**src/rtl/pe_window_controller_if.sv**
```systemverilog
// Bus between the display timing generator / register file and the window sequencer.
// The master drives the timing strobes and geometry registers; the slave returns region flags.
interface pe_window_controller_if;
  logic        line_start;
  logic        pixel_en;
  logic [7:0]  vcount;
  logic [15:0] WIN0H;
  logic [15:0] WIN1H;
  logic [15:0] WIN0V;
  logic [15:0] WIN1V;
  logic [15:0] DISPCNT;
  logic        obj_win_in;
  logic        WIN0;
  logic        WIN1;
  logic        obj;
  logic [7:0]  x_out;
  logic        valid;

  modport master (
    output line_start, pixel_en, vcount, WIN0H, WIN1H, WIN0V, WIN1V, DISPCNT, obj_win_in,
    input  WIN0, WIN1, obj, x_out, valid
  );

  modport slave (
    input  line_start, pixel_en, vcount, WIN0H, WIN1H, WIN0V, WIN1V, DISPCNT, obj_win_in,
    output WIN0, WIN1, obj, x_out, valid
  );
endinterface

```
**src/rtl/pe_window_controller.sv**
```systemverilog
// Per-pixel window-region sequencer: shadows window geometry per scanline, emits registered WIN0/WIN1/obj flags.
// Optional macro PE_WIN_CLAMP_EN clamps X2 to 240 and Y2 to 160 before the interval test.
module pe_window_controller (
  input  logic                   clock,
  input  logic                   reset,
  pe_window_controller_if.slave  bus
);

  typedef enum logic [1:0] {
    IDLE,
    ACTIVE,
    HBLANK
  } state_t;

  localparam logic [7:0] LAST_X  = 8'd239;
  localparam logic [7:0] VIS_W   = 8'd240;
  localparam logic [7:0] VIS_H   = 8'd160;

  state_t      state;
  state_t      state_next;

  logic [7:0]  x;
  logic [15:0] win0h_s;
  logic [15:0] win1h_s;
  logic [2:0]  en_s;
  logic        vin0;
  logic        vin1;

  logic        accept;
  logic        hin0;
  logic        hin1;
  logic        w0_d;
  logic        w1_d;
  logic        obj_d;
  logic        vin0_d;
  logic        vin1_d;

  logic        unused_dispcnt;
  assign unused_dispcnt = ^bus.DISPCNT[12:0];

  // Half-open interval [a, b) on an 8-bit axis; a > b wraps around, a == b is empty.
  function automatic logic in_span(input logic [7:0] p, input logic [7:0] a, input logic [7:0] b);
    if (a < b)
      return (p >= a) && (p < b);
    else if (a > b)
      return (p >= a) || (p < b);
    else
      return 1'b0;
  endfunction

  function automatic logic [7:0] lim_x2(input logic [7:0] v);
`ifdef PE_WIN_CLAMP_EN
    return (v > VIS_W) ? VIS_W : v;
`else
    return v;
`endif
  endfunction

  function automatic logic [7:0] lim_y2(input logic [7:0] v);
`ifdef PE_WIN_CLAMP_EN
    return (v > VIS_H) ? VIS_H : v;
`else
    return v;
`endif
  endfunction

  // State register
  always_ff @(posedge clock) begin
    if (reset)
      state <= IDLE;
    else
      state <= state_next;
  end

  // Next-state logic; line_start wins over pixel_en in every state
  always_comb begin
    state_next = state;
    if (bus.line_start)
      state_next = ACTIVE;
    else if (accept && (x == LAST_X))
      state_next = HBLANK;
  end

  // Output decode: pixel acceptance and next flag values
  always_comb begin
    accept = 1'b0;
    hin0   = 1'b0;
    hin1   = 1'b0;
    w0_d   = 1'b0;
    w1_d   = 1'b0;
    obj_d  = 1'b0;
    vin0_d = 1'b0;
    vin1_d = 1'b0;

    accept = (state == ACTIVE) && bus.pixel_en && !bus.line_start;

    hin0  = in_span(x, win0h_s[15:8], lim_x2(win0h_s[7:0]));
    hin1  = in_span(x, win1h_s[15:8], lim_x2(win1h_s[7:0]));
    w0_d  = en_s[0] && vin0 && hin0;
    w1_d  = en_s[1] && vin1 && hin1 && !w0_d;
    obj_d = en_s[2] && bus.obj_win_in && !w0_d && !w1_d;

    if (bus.vcount < VIS_H) begin
      vin0_d = in_span(bus.vcount, bus.WIN0V[15:8], lim_y2(bus.WIN0V[7:0]));
      vin1_d = in_span(bus.vcount, bus.WIN1V[15:8], lim_y2(bus.WIN1V[7:0]));
    end
  end

  // Datapath: shadows latch on line_start, flags update only on accepted pixels and hold otherwise
  always_ff @(posedge clock) begin
    if (reset) begin
      x         <= '0;
      win0h_s   <= '0;
      win1h_s   <= '0;
      en_s      <= '0;
      vin0      <= 1'b0;
      vin1      <= 1'b0;
      bus.WIN0  <= 1'b0;
      bus.WIN1  <= 1'b0;
      bus.obj   <= 1'b0;
      bus.x_out <= '0;
      bus.valid <= 1'b0;
    end else begin
      bus.valid <= accept;
      if (bus.line_start) begin
        x       <= '0;
        win0h_s <= bus.WIN0H;
        win1h_s <= bus.WIN1H;
        en_s    <= bus.DISPCNT[15:13];
        vin0    <= vin0_d;
        vin1    <= vin1_d;
      end else if (accept) begin
        x         <= x + 8'd1;
        bus.x_out <= x;
        bus.WIN0  <= w0_d;
        bus.WIN1  <= w1_d;
        bus.obj   <= obj_d;
      end
    end
  end

endmodule

```
**src/flat_wrapper.sv**
```systemverilog
// flat-port wrapper written by rule: the top's interface ports become plain ports
module pe_window_controller_flat 
  (clock, reset, bus_line_start, bus_pixel_en, bus_vcount, bus_WIN0H, bus_WIN1H, bus_WIN0V, bus_WIN1V, bus_DISPCNT, bus_obj_win_in, bus_WIN0, bus_WIN1, bus_obj, bus_x_out, bus_valid);
  pe_window_controller_if bus_i ();
  input  logic clock;
  input  logic reset;
  input wire logic [$bits(bus_i.line_start)-1:0] bus_line_start;
  input wire logic [$bits(bus_i.pixel_en)-1:0] bus_pixel_en;
  input wire logic [$bits(bus_i.vcount)-1:0] bus_vcount;
  input wire logic [$bits(bus_i.WIN0H)-1:0] bus_WIN0H;
  input wire logic [$bits(bus_i.WIN1H)-1:0] bus_WIN1H;
  input wire logic [$bits(bus_i.WIN0V)-1:0] bus_WIN0V;
  input wire logic [$bits(bus_i.WIN1V)-1:0] bus_WIN1V;
  input wire logic [$bits(bus_i.DISPCNT)-1:0] bus_DISPCNT;
  input wire logic [$bits(bus_i.obj_win_in)-1:0] bus_obj_win_in;
  output wire logic [$bits(bus_i.WIN0)-1:0] bus_WIN0;
  output wire logic [$bits(bus_i.WIN1)-1:0] bus_WIN1;
  output wire logic [$bits(bus_i.obj)-1:0] bus_obj;
  output wire logic [$bits(bus_i.x_out)-1:0] bus_x_out;
  output wire logic [$bits(bus_i.valid)-1:0] bus_valid;
  assign bus_i.line_start = bus_line_start;
  assign bus_i.pixel_en = bus_pixel_en;
  assign bus_i.vcount = bus_vcount;
  assign bus_i.WIN0H = bus_WIN0H;
  assign bus_i.WIN1H = bus_WIN1H;
  assign bus_i.WIN0V = bus_WIN0V;
  assign bus_i.WIN1V = bus_WIN1V;
  assign bus_i.DISPCNT = bus_DISPCNT;
  assign bus_i.obj_win_in = bus_obj_win_in;
  assign bus_WIN0 = bus_i.WIN0;
  assign bus_WIN1 = bus_i.WIN1;
  assign bus_obj = bus_i.obj;
  assign bus_x_out = bus_i.x_out;
  assign bus_valid = bus_i.valid;
  pe_window_controller u_core (.clock(clock), .reset(reset), .bus(bus_i));
endmodule
```
**config.mk**
```make
export PLATFORM = sky130hd
export DESIGN_NAME = pe_window_controller_flat
export DESIGN_NICKNAME = d
export VERILOG_FILES = /design/src/rtl/pe_window_controller_if.sv /design/src/rtl/pe_window_controller.sv /design/src/flat_wrapper.sv
export SDC_FILE = /design/constraint.sdc
export NUM_CORES = 1
export LEC_CHECK = 0
export ABC_CLOCK_PERIOD_IN_PS = 2900
export CORE_UTILIZATION = 52
export CTS_BUF_LIST = sky130_fd_sc_hd__clkbuf_4 sky130_fd_sc_hd__clkbuf_8
export CTS_CLUSTER_DIAMETER = 100
export DETAILED_ROUTE_END_ITERATION = 6
export GPL_TIMING_DRIVEN = 0
export HOLD_SLACK_MARGIN = 0.05
export MAX_ROUTING_LAYER = met4
export PLACE_DENSITY = 0.83
export REMOVE_ABC_BUFFERS = 1
export SLEW_MARGIN = 20
export SYNTH_ARGS = -nofsm -noshare
export SYNTH_HDL_FRONTEND = slang
export SYNTH_SLANG_ARGS = --single-unit
```
**constraint.sdc**
```tcl
create_clock -name clock -period 2.9 [get_ports clock]
set_clock_uncertainty 0.1 [all_clocks]
set_input_delay 0.29 -clock clock [delete_from_list [all_inputs] [get_ports clock]]
set_output_delay 0.29 -clock clock [all_outputs]
set_load 0.05 [all_outputs]
```
==> results.json, run 1 <==
{
  "drc": 0,
  "syn_to_final_growth_pct": 28.5,
  "initialDrtViolationCount": 122,
  "preCtsSetupSlack_ns": 0.157,
  "drt-total-wl_um": 10000,
  "wl_per_cell_um": 14.1,
  "postCtsSetupBuffers": 0,
  "die_h_um": 93.7,
  "crit_arrival_ns": 2.79,
  "num_rows": 33,
  "worst_slack_ns": 0.271,
  "cp.depth": 9,
  "cts-root-buf": "clkbuf_8",
  "clk_pin_slew_ns": 0.07,
  "rr_worst_depth": 9,
  "synth_commonest_cells": "ha_1 (93), inv_1 (64), dfxtp_1 (59), nor2_1 (58)",
  "dieArea_mm2": 0.00878,
  "period_needed_ns": 2.63,
  "synth_flop_cell": "dfxtp_1",
  "whs_path_depth": 2,
  "start_util_pct": 53.5,
  "postSynthCellCount": 511,
  "ctsResizeCount": 0,
  "syn_area_per_cell_um2": 8.56,
  "final.setup.tns_ns": 0,
  "cts_tree": "built",
  "critPathMaxFanout": 7,
  "status": "completed",
  "grt_pass1_wl_um": 17000,
  "cap_violations": 0,
  "ir_drop_uv": 309,
  "grt_pass1_vias": 3881,
  "path_class": "register to register",
  "dr.pass1.iters": 4,
  "crit_start": "u_core.x[0]",
  "gr-total-overflow": 0,
  "regArea_mm2": 0.00118,
  "slew-limit-headroom_pct": 54.1,
  "power.density_mw_per_mm2": 377,
  "synthArstFlopShare_pct": 0,
  "fillCellCount": 646,
  "htreeDepth": 3,
  "cpPeakStageDelay_ns": 0.47,
  "antenna_found_initial": 0,
  "grt.total_usage_pct": 25.4,
  "top_usage_layer": "met2",
  "clkSinkCount": 59,
  "critical_path.top_delay_family": "compound AO/OA/AOI/OAI gates",
  "post-route-period-util_pct": 90.6,
  "total_power_mw": 2.12,
  "tightestPinTransition_ns": 0.686,
  "yosys.area.top_type": "dfxtp_1",
  "ys_ff_latch": 59,
  "antenna_cells": 0,
  "yosys_warnings": 0,
  "drv_slew": 0,
  "gp_congestion": 0.847,
  "clock.fmax_ghz": 0.380,
  "reg2reg_from": "u_core.x[0]",
  "nets": 789,
  "synth_cell_types": 45,
  "yosysSeqAreaShare_pct": 27.0,
  "cts-buffers-inserted": 9,
  "worstReg2RegEnd": "u_core.bus.WIN1",
  "rsz0062_at_grt": "no",
  "path_cells": "inv_2, ha_1, nand2b_4, a2111oi_4, nor3_1, nor4_2, mux2i_1, a311o_1, o31ai_2",
  "synthTopCellsByArea": "dfxtp_1 (27%), ha_1 (27%), mux2i_1 (8.5%)",
  "vias": 3921,
  "core_mm2": 0.00818,
  "synth.most_common_cell": "ha_1",
  "place_hpwl_um": 8130,
  "clk_latency_ns": 0.35,
  "required_ns": 3.06,
  "synth_edf_count": 0,
  "cp-start-kind": "register",
  "synth_top_area_share_pct": 27.0,
  "min_path_type": "primary input to register",
  "use_met1_pct": 29.1,
  "setup_viol_count_final": 0,
  "ctsHoldBuffers": 0,
  "multi_input_area_mm2": 0.00290,
  "ant_nets": 0,
  "syn_area_mm2": 0.00437,
  "die_w_um": 93.7,
  "cp_slowest_cell": "dfxtp_1",
  "cp_num_buf_inv": 1,
  "crit_path_end_kind": "register",
  "met3_usage_pct": 6.96,
  "clk_path_buf_depth": 2,
  "via_per_inst": 5.50,
  "grt_max_degree": 30,
  "finalHoldViolations": 0,
  "ioPinCount": 105,
  "crit_end": "u_core.bus.WIN1",
  "use_met2_pct": 42.3,
  "rrSetupSlack_ns": 0.27,
  "drive_gt1_share_pct": 4.61,
  "port_buffers": 91,
  "p_leak_nw": 2.64
}
[worst min-delay path by stage]
stage                                    from                   to  slack (ns)
after floorplan                         reset  u_core.bus.x_out[0]        0.26
after global placement            u_core.vin0          u_core.vin0        0.34
after detailed placement  u_core.bus.x_out[6]  u_core.bus.x_out[6]        0.35
after CTS                               reset   u_core.win0h_s[15]        0.29
after global routing                    reset   u_core.win0h_s[15]        0.30
final                                   reset   u_core.win0h_s[10]        0.29
[area by class of cell]
class	count	share of cell area [%]
well taps	105	2.34
flip-flops and latches	59	21.0
inverters	65	4.34
clock buffers	11	2.58
clock inverters	5	0.935
repair buffers	94	17.1
multi-input cells	374	51.6
[through the flow]
| stage | instances | utilization (%) | hold WS, ns | cell area [um2] |
|---|---|---|---|---|
| 2_1_floorplan | 498 | - | 0.259 | 4320 |
| 5_1_grt | 713 | 68.7 | 0.299 | 5620 |
| 3_5_place_dp | 697 | 66.3 | 0.347 | 5420 |
| 3_3_place_gp | 694 | 65.6 | 0.345 | 5360 |
| 6_report | 713 | 68.7 | 0.287 | 5620 |
| 4_1_cts | 713 | 68.7 | 0.287 | 5620 |
[routing by layer]
| layer | part of all wire, % | up-vias |
|---|---|---|
| li1 | - | 1978 |
| met1 | 44 | 1814 |
| met2 | 49 | 103 |
| met3 | 4.9 | 26 |
| met4 | 2.5 | 0 |
| met5 | 0 | - |
[state kept, by name, indices dropped and copies added (netlist names)]
| register | cells |
|---|---|
| u_core.vin0 | 1 |
| u_core.state | 2 |
| u_core.bus.obj | 1 |
| u_core.bus.WIN0 | 1 |
| u_core.vin1 | 1 |
| u_core.bus.valid | 1 |
| u_core.bus.x_out | 8 |
| u_core.win1h_s | 16 |
| u_core.x | 8 |
| u_core.en_s | 3 |
| u_core.bus.WIN1 | 1 |
| u_core.win0h_s | 16 |
[worst register-to-register path, cell delays in order (launching register included)]
cell and delay, ns:
dfxtp_1 0.47, inv_2 0.10, ha_1 0.28, nand2b_4 0.15, a2111oi_4 0.33, nor3_1 0.09, nor4_2 0.27, mux2i_1 0.12
a311o_1 0.40, o31ai_2 0.23
[placed cells by master, fill, tap and decap left out, types with 3 or more instances in the layout]
cell type / netlist / routed
a21oi_1: 37 / 37
nand4_1: 17 / 17
o211ai_1: 5 / 5
dfxtp_1: 59 / 59
a211oi_1: 5 / 5
inv_1: 64 / 64
nand3b_1: 7 / 7
nand2b_1: 4 / 4
clkbuf_8: 0 / 10
nand3_1: 5 / 5
mux2i_1: 37 / 37
nor2b_1: 6 / 6
clkdlybuf4s50_1: 0 / 89
o21ai_0: 6 / 6
a211o_1: 3 / 3
o21ai_1: 8 / 8
a21o_1: 17 / 17
nor2_1: 58 / 58
nand2_1: 34 / 34
clkinv_2: 0 / 3
ha_1: 93 / 93
o21a_1: 3 / 3
xor2_1: 4 / 4
[power by group]
group	switching [mW]	leakage (nW)	internal (mW)	total (mW)
clock network	0.322	0.103	0.425	0.747
logic	0.235	2.05	0.267	0.501
registers	0.0242	0.483	0.844	0.868
[kinds of logic after synthesis]
group,Yosys count,share of synthesized area (%)
simple gates,142,15.5
compound gates,96,14.4
fa+ha+maj,93,26.6
buf+inv,78,6.78
flops,59,27.0
mux,37,8.47
xor+xnor,6,1.20
Note: power is estimated with default switching activity, not from simulation.
==> run 2: changes to the inputs <==
--- a/config.mk
+++ b/config.mk
@@ -8,9 +8,9 @@
 export ABC_CLOCK_PERIOD_IN_PS = 2900
 export CORE_UTILIZATION = 52
 export CTS_BUF_LIST = sky130_fd_sc_hd__clkbuf_4 sky130_fd_sc_hd__clkbuf_8
-export CTS_CLUSTER_DIAMETER = 100
+export CTS_CLUSTER_DIAMETER = 150
 export DETAILED_ROUTE_END_ITERATION = 6
-export GPL_TIMING_DRIVEN = 0
+export GPL_TIMING_DRIVEN = 1
 export HOLD_SLACK_MARGIN = 0.05
 export MAX_ROUTING_LAYER = met4
 export PLACE_DENSITY = 0.83
==> run 2 against run 1 <==
Critical path depth stayed put. Largest power group unchanged. Cell area is 0.71% lower. Flip-flop and latch count stayed put. Critical path type unchanged. Non-clock buffer count is 3 higher.
==> results.json, run 2 (synthesized netlist as in run 1, its figures left out) <==
{
  "power.density_mw_per_mm2": 370,
  "antenna_cells": 0,
  "critPathMaxFanout": 7,
  "clk_path_buf_depth": 2,
  "htreeDepth": 3,
  "die_h_um": 93.7,
  "path_cells": "inv_2, ha_1, nand2b_4, a2111oi_4, nor3_1, nor4_2, mux2i_1, a311o_1, o31ai_2",
  "place_hpwl_um": 8180,
  "final_core_util_pct": 68.2,
  "nets": 792,
  "ioPinCount": 105,
  "grt_pass1_vias": 3969,
  "most-common-layout-cells": "ha_1 (93), clkdlybuf4s50_1 (89), inv_1 (64)",
  "antenna_found_initial": 0,
  "gr-total-overflow": 0,
  "clk_pin_slew_ns": 0.06,
  "clock.fmax_ghz": 0.382,
  "drv_slew": 0,
  "cts-buffers-inserted": 9,
  "clk_latency_ns": 0.34,
  "final_cells": 715,
  "total_power_mw": 2.06,
  "drc": 0,
  "via_per_inst": 5.48,
  "status": "completed",
  "finalHoldViolations": 0,
  "dr.pass1.iters": 5,
  "dieArea_mm2": 0.00878,
  "core_mm2": 0.00818,
  "fillCellCount": 679,
  "ir_drop_uv": 320,
  "syn_to_final_growth_pct": 27.6,
  "cap_violations": 0,
  "postCtsSetupBuffers": 0,
  "die_w_um": 93.7,
  "ctsResizeCount": 0,
  "required_ns": 3.05,
  "grt_pass1_wl_um": 17600,
  "ant_nets": 0,
  "crit_arrival_ns": 2.77,
  "grt_max_degree": 37,
  "cts_tree": "built",
  "hold_ws_ns": 0.357,
  "grt.total_usage_pct": 26.1,
  "slew-limit-headroom_pct": 57.5,
  "crit_path_end_kind": "register",
  "cp_num_buf_inv": 1,
  "period_needed_ns": 2.62,
  "cp_slowest_cell": "dfxtp_1",
  "tightestPinTransition_ns": 0.637,
  "initialDrtViolationCount": 145,
  "reg_top3": "u_core.win0h_s x16, u_core.win1h_s x16",
  "cpPeakStageDelay_ns": 0.46,
  "drive_gt1_share_pct": 4.75,
  "drt-total-wl_um": 10300,
  "post-route-period-util_pct": 90.4,
  "wl_per_cell_um": 14.3,
  "clkSinkCount": 59,
  "num_rows": 33,
  "critical_path.top_delay_family": "compound AO/OA/AOI/OAI gates",
  "p_leak_nw": 2.63,
  "cts-root-buf": "clkbuf_8",
  "placed_cells_incl_taps": 700,
  "setup_viol_count_final": 0,
  "vias": 3918,
  "min_path_type": "register to register",
  "final_common_cell": "ha_1",
  "path_class": "register to register",
  "start_util_pct": 53.5,
  "final.setup.tns_ns": 0,
  "cp-start-kind": "register",
  "rsz0062_at_grt": "no",
  "gp_congestion": 0.862,
  "port_buffers": 91,
  "ctsHoldBuffers": 0
}
## run 2: changes by cell type in the layout (fill, tap and decap cells not counted)
cell and delta:
clkbuf_4 -1, clkbuf_8 -1, nor4bb_1 +1, nor4bb_2 -1, buf_16 -2, clkinv_2 +1
buf_4 +5
## run 2: final cells by class
cell class | instances | area [um2] | share of cell area, %
Tap cell | 105 | 131 | 2.36
Clock inverter | 6 | 57.6 | 1.03
Multi-Input combinational cell | 374 | 2890 | 51.9
Sequential cell | 59 | 1180 | 21.2
Timing Repair Buffer | 97 | 946 | 17.0
Clock buffer | 9 | 124 | 2.22
Inverter | 65 | 244 | 4.37
## run 2: worst paths after layout
| path | slack [ns] | depth (start not counted) | start | to |
|---|---|---|---|---|
| hold / removal | 0.36 | 2 | u_core.bus.x_out[7] | u_core.bus.x_out[7] |
| setup / recovery | 0.28 | 9 | u_core.x[0] | u_core.bus.WIN1 |
| hold reg to reg | 0.36 | 2 | u_core.bus.x_out[7] | u_core.bus.x_out[7] |
| setup reg to reg | 0.28 | 9 | u_core.x[0] | u_core.bus.WIN1 |
## run 2: through the flow
| stage | instance area, um2 | setup WS [ns] |
|---|---|---|
| 3_5_place_dp | 5400 | 0.347 |
| 6_report | 5580 | 0.279 |
| 4_1_cts | 5580 | 0.320 |
| 5_1_grt | 5580 | 0.152 |
| 3_3_place_gp | 5400 | 0.397 |
| 2_1_floorplan | 4320 | 0.558 |
## run 2: layer usage
layer / track usage (%) / share of wire [%] / wire length (um)
met2: 43.4 / 48 / 4950
met3: 5.02 / 4.7 / 479
met5: - / 0 / 0
met1: 30.4 / 45 / 4580
met4: 11.8 / 2.4 / 248
## run 2: power breakdown
group	total (mW)	internal, mW	switching (mW)	leakage (nW)
clock network	0.703	0.385	0.318	0.0946
logic	0.492	0.261	0.231	2.05
registers	0.870	0.844	0.0253	0.483
## run 2: worst min-delay path: stages, from the launching register on
cell	delay [ns]
dfxtp_1	0.31
nand2_1	0.05
a21oi_1	0.05
